$ cat src/rtl/booth_radix4_seq_mult.sv
// booth_radix4_seq_mult: iterative radix-4 Booth multiplier, one digit per cycle, valid/ready on both sides.
// Define BOOTH_EARLY_TERM_EN to finish as soon as all remaining Booth digits are zero.
module booth_radix4_seq_mult #(
  parameter int WIDTH = 8,
  parameter int CNT_W = $clog2(WIDTH/2+2)
) (
  input  logic               clk,
  input  logic               rst,
  input  logic               in_valid,
  output logic               in_ready,
  input  logic [WIDTH-1:0]   in_a,
  input  logic [WIDTH-1:0]   in_b,
  input  logic               in_signed,
  output logic               out_valid,
  input  logic               out_ready,
  output logic [2*WIDTH-1:0] out_prod
);
  localparam int EW = WIDTH+2;
  localparam int AW = 2*WIDTH+2;
  localparam logic [CNT_W-1:0] LAST = CNT_W'(WIDTH/2);
  typedef enum logic [1:0] {IDLE, BUSY, DONE} state_t;
  state_t state_q, state_d;
  logic [EW-1:0] a_q, a_d, b_q, b_d;
  logic [AW-1:0] acc_q, acc_d, a_x, mag, term;
  logic [CNT_W-1:0] cnt_q, cnt_d;
  logic [2*WIDTH-1:0] out_prod_q, out_prod_d;
  logic out_valid_q, out_valid_d, last;
  logic [2:0] trip;
`ifdef BOOTH_EARLY_TERM_EN
  logic signed [EW-1:0] hi;
`endif
  assign in_ready  = !rst && state_q == IDLE;
  assign out_valid = out_valid_q;
  assign out_prod  = out_prod_q;
  always_comb begin
    a_x  = {{WIDTH{a_q[EW-1]}}, a_q};
    // {b,0} supplies the implicit B'[-1]=0 below the multiplier
    trip = 3'({b_q, 1'b0} >> {cnt_q, 1'b0});
    mag  = trip == 3'b011 ? a_x << 1 :
           trip == 3'b100 ? -(a_x << 1) :
           (trip == 3'b001 || trip == 3'b010) ? a_x :
           (trip == 3'b101 || trip == 3'b110) ? -a_x : '0;
    term = mag << {cnt_q, 1'b0};
`ifdef BOOTH_EARLY_TERM_EN
    hi   = $signed(b_q) >>> {cnt_q, 1'b1};
    last = cnt_q == LAST || hi == '0 || &hi;
`else
    last = cnt_q == LAST;
`endif
    state_d     = state_q;
    a_d         = a_q;
    b_d         = b_q;
    acc_d       = acc_q;
    cnt_d       = cnt_q;
    out_prod_d  = out_prod_q;
    out_valid_d = out_valid_q;
    if (state_q == IDLE && in_valid) begin
      a_d     = in_signed ? {{2{in_a[WIDTH-1]}}, in_a} : {2'b00, in_a};
      b_d     = in_signed ? {{2{in_b[WIDTH-1]}}, in_b} : {2'b00, in_b};
      acc_d   = '0;
      cnt_d   = '0;
      state_d = BUSY;
    end else if (state_q == BUSY) begin
      acc_d = acc_q + term;
      cnt_d = cnt_q + CNT_W'(1);
      if (last) begin
        out_prod_d  = acc_d[2*WIDTH-1:0];
        out_valid_d = 1'b1;
        state_d     = DONE;
      end
    end else if (state_q == DONE && out_ready) begin
      out_valid_d = 1'b0;
      state_d     = IDLE;
    end
  end
  always_ff @(posedge clk) begin
    if (rst) begin
      state_q     <= IDLE;
      a_q         <= '0;
      b_q         <= '0;
      acc_q       <= '0;
      cnt_q       <= '0;
      out_prod_q  <= '0;
      out_valid_q <= 1'b0;
    end else begin
      state_q     <= state_d;
      a_q         <= a_d;
      b_q         <= b_d;
      acc_q       <= acc_d;
      cnt_q       <= cnt_d;
      out_prod_q  <= out_prod_d;
      out_valid_q <= out_valid_d;
    end
  end
endmodule

$ cat config.mk
export PLATFORM = sky130hd
export DESIGN_NAME = booth_radix4_seq_mult
export DESIGN_NICKNAME = d
export VERILOG_FILES = /design/src/rtl/booth_radix4_seq_mult.sv
export SDC_FILE = /design/constraint.sdc
export NUM_CORES = 1
export LEC_CHECK = 0
export CORE_ASPECT_RATIO = 1.2
export CORE_MARGIN = 4
export CORE_UTILIZATION = 40
export CTS_CLUSTER_DIAMETER = 120
export DETAILED_ROUTE_END_ITERATION = 6
export DONT_BUFFER_PORTS = 1
export GPL_ROUTABILITY_DRIVEN = 0
export HOLD_SLACK_MARGIN = 0.03
export PLACE_DENSITY_LB_ADDON = 0.05
export SETUP_SLACK_MARGIN = 0.1
export SYNTH_ARGS = -nofsm -noshare
export SYNTH_HDL_FRONTEND = slang
export SYNTH_SLANG_ARGS = --single-unit
export TNS_END_PERCENT = 10
$ cat constraint.sdc
create_clock -name clk -period 5.8 [get_ports clk]
set_input_delay 0.58 -clock clk [delete_from_list [all_inputs] [get_ports clk]]
set_output_delay 0.58 -clock clk [all_outputs]
set_load 0.005 [all_outputs]
==> run metrics, run 1 <==
fin util=0.4348; skew final=5.758 ps; Netlist cell types=69; Starting Density=0.4079; post-synthesis sequential element count=56; dpl hpwl=7580 um; count of final setup violators=0; first-pass GRT wire length=17560 um; GRT Util Overall=0.1888; Relative slew margins=0.4320; worst skew pair latency=300 ps; routed wire length per instance=16.47 um; CP peak stage delay=650 ps; Worst Max-Slew Pin Slew=849.6 ps; Clk Tree Root Cell=clkbuf_16; die height=115.9 um; post-cts resize count=0; vias in the first global route=3533; largest net degree at the start of global routing=42; core area=9515 um^2; CTS clock-pin slew for the worst setup and hold paths=70 ps; Crit Path Class=reg -> reg; required time worst endpoint=5980 ps; most used cell along the critical path=buf_4; P per Cell Area=222.0 nW/um^2; setup repair bufs after CTS=0; drt first pass iters=4; area share of the largest cell type after synthesis=0.2888; dominant cell type by area after synthesis=dfxtp_1; Post-synth EDFFs=0; crit-path cells=mux4_2, a21oi_2, buf_4, o21a_1, a2111oi_0, a221oi_1, mux2i_1, and2_1, a211oi_1, ha_1, o21ai_0, o31ai_1, o41a_1, a31oi_1, buf_4, nand2b_1, a21boi_1, a311o_1; antenna violations before repair=0; area grow syn2layout=6.609%; most frequent cell after synthesis=nand2_1; Crit. End Element=flip-flop; P_leak=1.569 nW; register area share after synthesis=0.2888; Tmin final=5202 ps; critical path data arrival time=5390 ps; # diodes=0; max-cap check violation count=0; total power=0.9184 mW; Die W=97.92 um; Post-DRT Antenna Nets=0; CTS Hold Bufs=0; Synth Cell Area=3881 um^2; IO Pins=39; crit path launch type=flip-flop; vias=3495; share of cells above drive strength 1=0.08583; Via density=5.601; Commonest cells post-synth=nand2_1, a21oi_1, dfxtp_1; Max VDD drop=101.8 uV; drt drc=0; status=finished, final reports clean; Num CTS Buffers=5; Slowest-stage cell, CP=mux4_2; Crit Path Max Fanout=8; Hold Fails Final Rpt=0; die footprint=11350 um^2; Syn Inst Count=513; ys async rst share=0; Routed WL=10280 um; GRT overflow=0; top cells by area, synth=dfxtp_1, nand2_1, a21oi_1, ha_1, nor2_1; clk sink count=56; # rows=39; clk buf depth=2; period utilisation layout=0.8968; DR iter-0 viols=140; highest clock rate=192.2 MHz; RSZ-0062 raised after global routing=false; I/O Buffers=0; synthesized net count=553; worst min path class=in -> reg; total negative slack=0 ps; pins over their slew limit=0; Synth Flop Type=dfxtp_1; Synth Area per Inst=7.566 um^2; yosys warns=0; htree depth=2; CTS tree=done; Layout Nets=540
where the power goes:
| part | internal, mW | switching [mW] |
|---|---|---|
| Combinational | 0.0794 | 0.119 |
| Clock | 0.171 | 0.139 |
| Sequential | 0.396 | 0.0145 |
| Total | 0.646 | 0.272 |
cells by family (layout without fill, tap and decap cells):
| family | count (synthesis) | count (layout) | share of synthesized area |
|---|---|---|---|
| flops | 56 | 56 | 0.2888 |
| xor+xnor | 17 | 17 | 0.04191 |
| buf+inv | 44 | 32 | 0.04803 |
| compound gates | 165 | 165 | 0.2773 |
| simple gates | 196 | 196 | 0.2305 |
| mux | 16 | 16 | 0.05029 |
| fa+ha+maj | 19 | 19 | 0.06319 |
final timing paths:
| check | start | endpoint | slack [ps] | cells after the start |
|---|---|---|---|---|
| max reg2reg | cnt_q[0] | acc_q[15] | 600 | 18 |
| max | cnt_q[0] | acc_q[15] | 600 | 18 |
| min reg2reg | b_q[2] | b_q[2] | 450 | 2 |
| min | rst | out_prod[1] | 350 | 1 |
placed cells by master, fill, tap and decap left out, types with 10 or more instances in the layout:
cell       n
nand2_1  106
buf_4     11
a21oi_1   74
o21ai_0   21
dfxtp_1   55
nor2_1    37
nor3_1    10
inv_1     12
ha_1      18
xnor2_1   13
through the flow:
stage | cell area, um^2 | hold WS, ps | setup slack, ps | cells
2_1_floorplan | 3881 | 433.1 | 1188 | 513
3_3_place_gp | 3980 | 451.1 | 656.6 | 616
3_5_place_dp | 3980 | 445.0 | 532.9 | 616
4_1_cts | 4129 | 332.0 | 478.6 | 624
5_1_grt | 4138 | 330.2 | 214.7 | 624
6_report | 4138 | 345.0 | 598.3 | 624
per-layer routing:
layer / routed length, um / global-route usage / vias up
met4: 201 / 0.05725 / 0
met3: 269 / 0.03131 / 15
li1: - / - / 1799
met5: 0 / 0 / -
met1: 4533 / 0.2249 / 1643
met2: 5269 / 0.3479 / 38
worst max-delay path: cells and delay by family (launching register included):
family	cells	cell delay [ps]
fa+ha+maj	1	340
buf+inv	2	420
flops	1	460
simple gates	2	310
compound gates	11	2700
mux	2	860
flip-flops by register name (all words and copies together), names as in the netlist:
signal / flops
acc_q: 16
out_prod: 16
a_q: 9
b_q: 9
cnt_q: 3
state_q: 2
out_valid: 1
area by class of cell:
cell class,instances,area (um^2)
Timing Repair Buffer,11,82.58
Multi-Input combinational cell,413,2581
Clock inverter,2,10.01
Sequential cell,56,1122
Clock buffer,6,138.9
Tap cell,123,153.9
Inverter,13,48.80
Fill cell,1014,5378
No activity file was read; power rests on OpenSTA's default activity.
==> run 2: changes to the inputs <==
--- a/config.mk
+++ b/config.mk
@@ -7,7 +7,7 @@
 export LEC_CHECK = 0
 export CORE_ASPECT_RATIO = 1.2
 export CORE_MARGIN = 4
-export CORE_UTILIZATION = 40
+export CORE_UTILIZATION = 50
 export CTS_CLUSTER_DIAMETER = 120
 export DETAILED_ROUTE_END_ITERATION = 6
 export DONT_BUFFER_PORTS = 1
==> run 2 against run 1 <==
Compared with the run above: count of clock-buffer cells in the layout unchanged; power decreased by 7.9%; via count increased by 1.6%; sequential power about the same; worst hold slack got worse by 34 ps; core utilization increased by 11 points; die area decreased by 19%; critical path type unchanged; largest power group unchanged.
==> run metrics, run 2 (synthesis gave the netlist of run 1 again) <==
P_leak=1.535 nW (was 1.569 nW); Starting Density=0.5243 (was 0.4079); drt first pass iters=4 (unchanged); max-cap check violation count=0 (unchanged); CTS tree=done (unchanged); critical path data arrival time=5460 ps (was 5390 ps); htree depth=2 (unchanged); first-pass GRT wire length=16290 um (was 17560 um); Reg-to-Reg End=acc_q[14] (was acc_q[15]); DR iter-0 viols=214 (was 140); CTS Hold Bufs=0 (unchanged); Layout Nets=538 (was 540); share of cells above drive strength 1=0.08016 (was 0.08583); required time worst endpoint=6020 ps (was 5980 ps); Clk Tree Root Cell=clkbuf_8 (was clkbuf_16); largest net degree at the start of global routing=42 (unchanged); worst r2r src=cnt_q[0] (unchanged); Hold Fails Final Rpt=0 (unchanged); Die W=88.43 um (was 97.92 um); area grow syn2layout=3.869% (was 6.609%); die height=104.5 um (was 115.9 um); period utilisation layout=0.9028 (was 0.8968); RSZ-0062 raised after global routing=false (unchanged); Crit. End Element=flip-flop (unchanged); worst slack, placed=462.6 ps (was 532.9 ps); status=finished, final reports clean (unchanged); Sw Share=0.3198 (was 0.2966); Worst Max-Slew Pin Slew=877.9 ps (was 849.6 ps); GRT Util Overall=0.2168 (was 0.1888); core area=7402 um^2 (was 9515 um^2); # diodes=0 (unchanged); I/O Buffers=0 (unchanged); combinational share of power=0.232 (was 0.216); R2R setup slack=560 ps (was 600 ps); CTS clock-pin slew for the worst setup and hold paths=110 ps (was 70 ps); sequential power share=0.485 (was 0.447); die footprint=9242 um^2 (was 11350 um^2); IO Pins=39 (unchanged); Crit Path Class=reg -> reg (unchanged); Post-DRT Antenna Nets=0 (unchanged); Cell Area, Placed=3924 um^2 (was 3980 um^2); Tmin final=5236 ps (was 5202 ps); P per Cell Area=209.7 nW/um^2 (was 222.0 nW/um^2); clk buf depth=2 (unchanged); most common cell after layout, fill and taps aside=nand2_1 (unchanged); dpl hpwl=7219 um (was 7580 um); fin util=0.5446 (was 0.4348); antenna violations before repair=0 (unchanged); drt drc=0 (unchanged); vias=3552 (was 3495); highest clock rate=191.0 MHz (was 192.2 MHz); Routed WL=9804 um (was 10280 um); Hold Path Origin=rst (unchanged); Via density=6.031 (was 5.601); skew final=13.51 ps (was 5.758 ps); crit path launch type=flip-flop (unchanged); Relative slew margins=0.4147 (was 0.4320); pins over their slew limit=0 (unchanged); internal power=0.5751 mW (was 0.6461 mW); Max VDD drop=95.79 uV (was 101.8 uV); clk sink count=56 (unchanged); most frequent cells in the layout=nand2_1, a21oi_1, dfxtp_1, nor2_1, o21ai_0 (unchanged); share of total power in the clock network=0.283 (was 0.337); # rows=34 (was 39); Num CTS Buffers=5 (unchanged); total negative slack=0 ps (unchanged); Switch Pwr=0.2704 mW (was 0.2724 mW); Final Instance Area=4031 um^2 (was 4138 um^2); final worst slack=563.9 ps (was 598.3 ps); vias in the first global route=3348 (was 3533); worst min path class=in -> reg (unchanged); Hold Path End=out_prod[15] (was out_prod[1]); worst skew pair latency=320 ps (was 300 ps); routed wire length per instance=16.65 um (was 16.47 um); GRT overflow=0 (unchanged); Crit Path Max Fanout=8 (unchanged); WHS Path Cells=1 (unchanged); Register-to-Register Path Depth=17 (was 18); count of final setup violators=0 (unchanged)
[run 2: cell types whose count changed in the layout (fill, tap and decap cells not counted)]
cell | before | now
inv_6 | 0 | 2
clkbuf_16 | 5 | 0
dfxtp_2 | 1 | 0
clkinv_2 | 2 | 0
dfxtp_1 | 55 | 56
clkbuf_8 | 1 | 6
buf_4 | 11 | 9
[run 2: critical path, stage by stage (launching register included)]
cell      delay, ps
dfxtp_1         500
mux4_2          630
or2_4           280
a311oi_4        480
nand2b_1        250
nor2_1           60
a21o_1          190
and3_1          210
ha_1            320
a21o_1          160
a21oi_1         220
o21bai_1        130
a211oi_1        370
o31ai_1         190
o41ai_2         350
o21ai_0         260
nor4b_1         200
a311o_1         340
[run 2: area by class of cell]
type                    count  area, um^2
flip-flops and latches     56        1121
fillers                   745        3371
clock buffers               6       82.58
inverters                  13       48.80
repair buffers              9       67.56
clock inverters             2       17.52
multi-input cells         413        2581
well taps                  90       112.6
[run 2: metal layers]
metal  vias to the layer above  track usage  part of all wire
met5                         -            0                 0
met4                         0      0.07559             0.025
met3                        16      0.03566             0.034
met2                        62       0.3711              0.51
met1                      1676       0.2699              0.44
li1                       1798            -                 -
[run 2: how the worst max path moves through the flow]
| stage | depth (start not counted) | end | start | slack, ps |
|---|---|---|---|---|
| after floorplan | 18 | acc_q[14] | cnt_q[0] | 1190 |
| after global placement | 17 | acc_q[14] | cnt_q[0] | 540 |
| after detailed placement | 17 | acc_q[14] | cnt_q[0] | 460 |
| after CTS | 17 | acc_q[14] | cnt_q[0] | 450 |
| after global routing | 18 | acc_q[14] | cnt_q[1] | 200 |
| final | 17 | acc_q[14] | cnt_q[0] | 560 |
[run 2: repair_timing]
item                       CTS  global route
setup buffers                0             0
setup endpoints to repair    0             2
resized for setup            0             1
[run 2: power by group through the flow]
stage / logic, mW / registers, mW / clock network (mW)
global route: 0.219 / 0.412 / 0.261
finish: 0.196 / 0.410 / 0.239
floorplan: 0.164 / 0.413 / 0
CTS: 0.196 / 0.410 / 0.244
global placement: 0.193 / 0.419 / 0
detailed placement: 0.195 / 0.419 / 0
[run 2: stage by stage]
stage / power, mW / hold WS, ps / cells
6_report: 0.8455 / 311.0 / 589
5_1_grt: 0.8927 / 302.3 / 589
4_1_cts: 0.8502 / 307.6 / 589
3_5_place_dp: 0.6141 / 441.5 / 581
3_3_place_gp: 0.6114 / 446.5 / 581
2_1_floorplan: 0.5765 / 433.1 / 513
==> run 3: changes to the inputs <==
--- a/config.mk
+++ b/config.mk
@@ -5,7 +5,6 @@
 export SDC_FILE = /design/constraint.sdc
 export NUM_CORES = 1
 export LEC_CHECK = 0
-export CORE_ASPECT_RATIO = 1.2
 export CORE_MARGIN = 4
 export CORE_UTILIZATION = 50
 export CTS_CLUSTER_DIAMETER = 120
==> constraint.sdc (replaced) <==
create_clock -name clk -period 4.3 [get_ports clk]
set_input_delay 0.43 -clock clk [delete_from_list [all_inputs] [get_ports clk]]
set_output_delay 0.43 -clock clk [all_outputs]
set_load 0.005 [all_outputs]
==> run 3 against run 2 <==
Compared with the run above: the run now ends with negative setup slack left; global-route usage up 2.9 points; core utilization up 11 points; flip-flop and latch count unchanged; clock skew down 3.0 ps; sequential power up 34%; final cell count up 16%; fmax up 11%; critical path type unchanged; highest routed layer unchanged.
==> run metrics, run 3 (synthesis gave the netlist of run 1 again) <==
CTS clock-pin slew for the worst setup and hold paths=110 ps (about the same); share of cells above drive strength 1=0.2504 (was 0.08016); # placed instances=663 (was 581); Worst Max-Slew Pin Slew=847.2 ps (was 877.9 ps); I/O Buffers=0 (unchanged); final worst slack=-424.9 ps (was 563.9 ps); most common cell after layout, fill and taps aside=nand2_1 (unchanged); Slowest-stage cell, CP=mux4_2 (unchanged); GRT Util Overall=0.2462 (was 0.2168); DR iter-0 viols=265 (was 214); RSZ-0062 raised after global routing=true (was false); Via density=5.799 (was 6.031); worst min path class=in -> reg (unchanged); first-pass GRT wire length=18080 um (was 16290 um); largest net degree at the start of global routing=42 (unchanged); clk buf depth=2 (unchanged); worst skew pair latency=320 ps (about the same); area grow syn2layout=24.44% (was 3.869%); CP peak stage delay=600 ps (was 630 ps); pins over their slew limit=0 (unchanged); highest clock rate=211.6 MHz (was 191.0 MHz); WHS=162.8 ps (was 311.0 ps); max-cap check violation count=0 (unchanged); # rows=31 (was 34); Crit. End Element=flip-flop (unchanged); delay-heaviest family, CP=compound AO/OA/AOI/OAI gates (unchanged); fin util=0.6519 (was 0.5446); period utilisation layout=1.099 (was 0.9028); CP bufs+invs=1 (was 0); worst slack, placed=-541.1 ps (was 462.6 ps); count of final setup violators=8 (was 0); Layout Nets=622 (was 538); Relative slew margins=0.4352 (was 0.4147); IO Pins=39 (unchanged); Final Instance Area=4830 um^2 (was 4031 um^2); P per Cell Area=265.1 nW/um^2 (was 209.7 nW/um^2); most used cell along the critical path=a21oi_2 (was a21o_1); die footprint=9236 um^2 (was 9242 um^2); drt drc=0 (unchanged); Crit Path Class=reg -> reg (unchanged); Non-Filler Instances=682 (was 589); crit-path cells=mux4_2, and2_4, and2_2, o32ai_1, a21oi_2, a21o_1, buf_6, mux2i_2, nor2_1, ha_1, a21oi_2, nand2_1, a21oi_2, o31ai_2, o41a_1, a31oi_4, nand3b_1, a21oi_2, a311o_1 (was mux4_2, or2_4, a311oi_4, nand2b_1, nor2_1, a21o_1, and3_1, ha_1, a21o_1, a21oi_1, o21bai_1, a211oi_1, o31ai_1, o41ai_2, o21ai_0, nor4b_1, a311o_1); Crit Path Max Fanout=6 (was 8); Die W=96.11 um (was 88.43 um); htree depth=2 (unchanged); routed wire length per instance=16.43 um (was 16.65 um); dpl hpwl=8264 um (was 7219 um); Clk Tree Root Cell=clkbuf_8 (unchanged); Max VDD drop=186.3 uV (was 95.79 uV); Hold Fails Final Rpt=0 (unchanged); vias=3955 (was 3552); status=complete, but fails checks (was finished, final reports clean); failing checks=negative setup slack; most frequent cells in the layout=nand2_1, buf_4, a21oi_1, dfxtp_1, nor2_1 (was nand2_1, a21oi_1, dfxtp_1, nor2_1, o21ai_0); Reg area=1125 um^2 (was 1121 um^2); P_leak=1.980 nW (was 1.535 nW); CTS Hold Bufs=0 (unchanged); Post-DRT Antenna Nets=0 (unchanged); Num CTS Buffers=5 (unchanged); skew final=10.46 ps (was 13.51 ps); CTS tree=done (unchanged); Tmin final=4725 ps (was 5236 ps); die height=96.11 um (was 104.5 um); vias in the first global route=3703 (was 3348); crit path launch type=flip-flop (unchanged); Starting Density=0.5239 (was 0.5243); drt first pass iters=5 (was 4); Routed WL=11200 um (was 9804 um); clk sink count=56 (unchanged); # diodes=0 (unchanged); Layout fillers=695 (was 745); required time worst endpoint=4520 ps (was 6020 ps); Cell Area, Placed=4534 um^2 (was 3924 um^2); multi-input logic area=2710 um^2 (was 2581 um^2); antenna violations before repair=0 (unchanged); critical path data arrival time=4940 ps (was 5460 ps); GRT overflow=0 (unchanged); core area=7408 um^2 (was 7402 um^2)
==> run 3: cell count changes in the layout (fill, tap and decap cells not counted), moves of 2 or more <==
cell      change
o31ai_2       +2
o21ai_0       -6
a21oi_1       -6
buf_6         +2
o21ai_1       +5
o31ai_1       -2
nand2b_1      -2
nand2b_4      +2
a21oi_2       +5
buf_4        +80
==> run 3: routing by layer <==
layer | wire length, um | vias to the layer above | GRT usage | share of wire
met5 | 0 | - | 0 | 0
met4 | 108 | 0 | 0.04976 | 0.0096
met3 | 555 | 10 | 0.04691 | 0.050
met2 | 5096 | 104 | 0.3859 | 0.45
met1 | 5443 | 1862 | 0.3511 | 0.49
li1 | - | 1979 | - | -
==> run 3: what timing repair did <==
action	in CTS	in global routing
pin swaps	3	20
endpoints found under the setup margin	14	18
buffers inserted	2	8
gates resized for setup	7	22
gates cloned	0	1
==> run 3: final timing paths <==
check | cells after the start | start | endpoint | slack, ps
max | 19 | cnt_q[0] | acc_q[15] | -420
min reg2reg | 2 | b_q[6] | b_q[6] | 460
max reg2reg | 19 | cnt_q[0] | acc_q[15] | -420
min | 1 | rst | out_prod[15] | 160
==> run 3: worst reg2reg max path: cells and delay by family, from the launching register on <==
kind                       cells  cell delay [ps]
AOI/OAI and AO/OA             10             2280
and+or+nand+nor                5              770
muxes                          2              760
DFF                            1              400
adders and majority gates      1              330
buffers and inverters          1              120
==> run 3: where the power goes <==
part	internal (mW)	leakage, nW	switching [mW]
logic	0.174	1.47	0.194
registers	0.534	0.455	0.0154
clock network	0.177	0.0558	0.187
==> run 3: cell type report <==
type | count | area share
tap | 99 | 0.02565
timing repair buffer | 92 | 0.1472
clock inverter | 2 | 0.008031
multi-input combinational | 414 | 0.5611
sequential | 56 | 0.2329
inverter | 13 | 0.01010
clock buffer | 6 | 0.01503
==> run 3: stage by stage <==
step | setup TNS (ps) | power, mW
floorplan | -346.8 | 0.7799
global placement | -1814 | 0.8949
detailed placement | -2720 | 0.9004
CTS | -1271 | 1.263
global route | -3397 | 1.345
finish | -1472 | 1.281
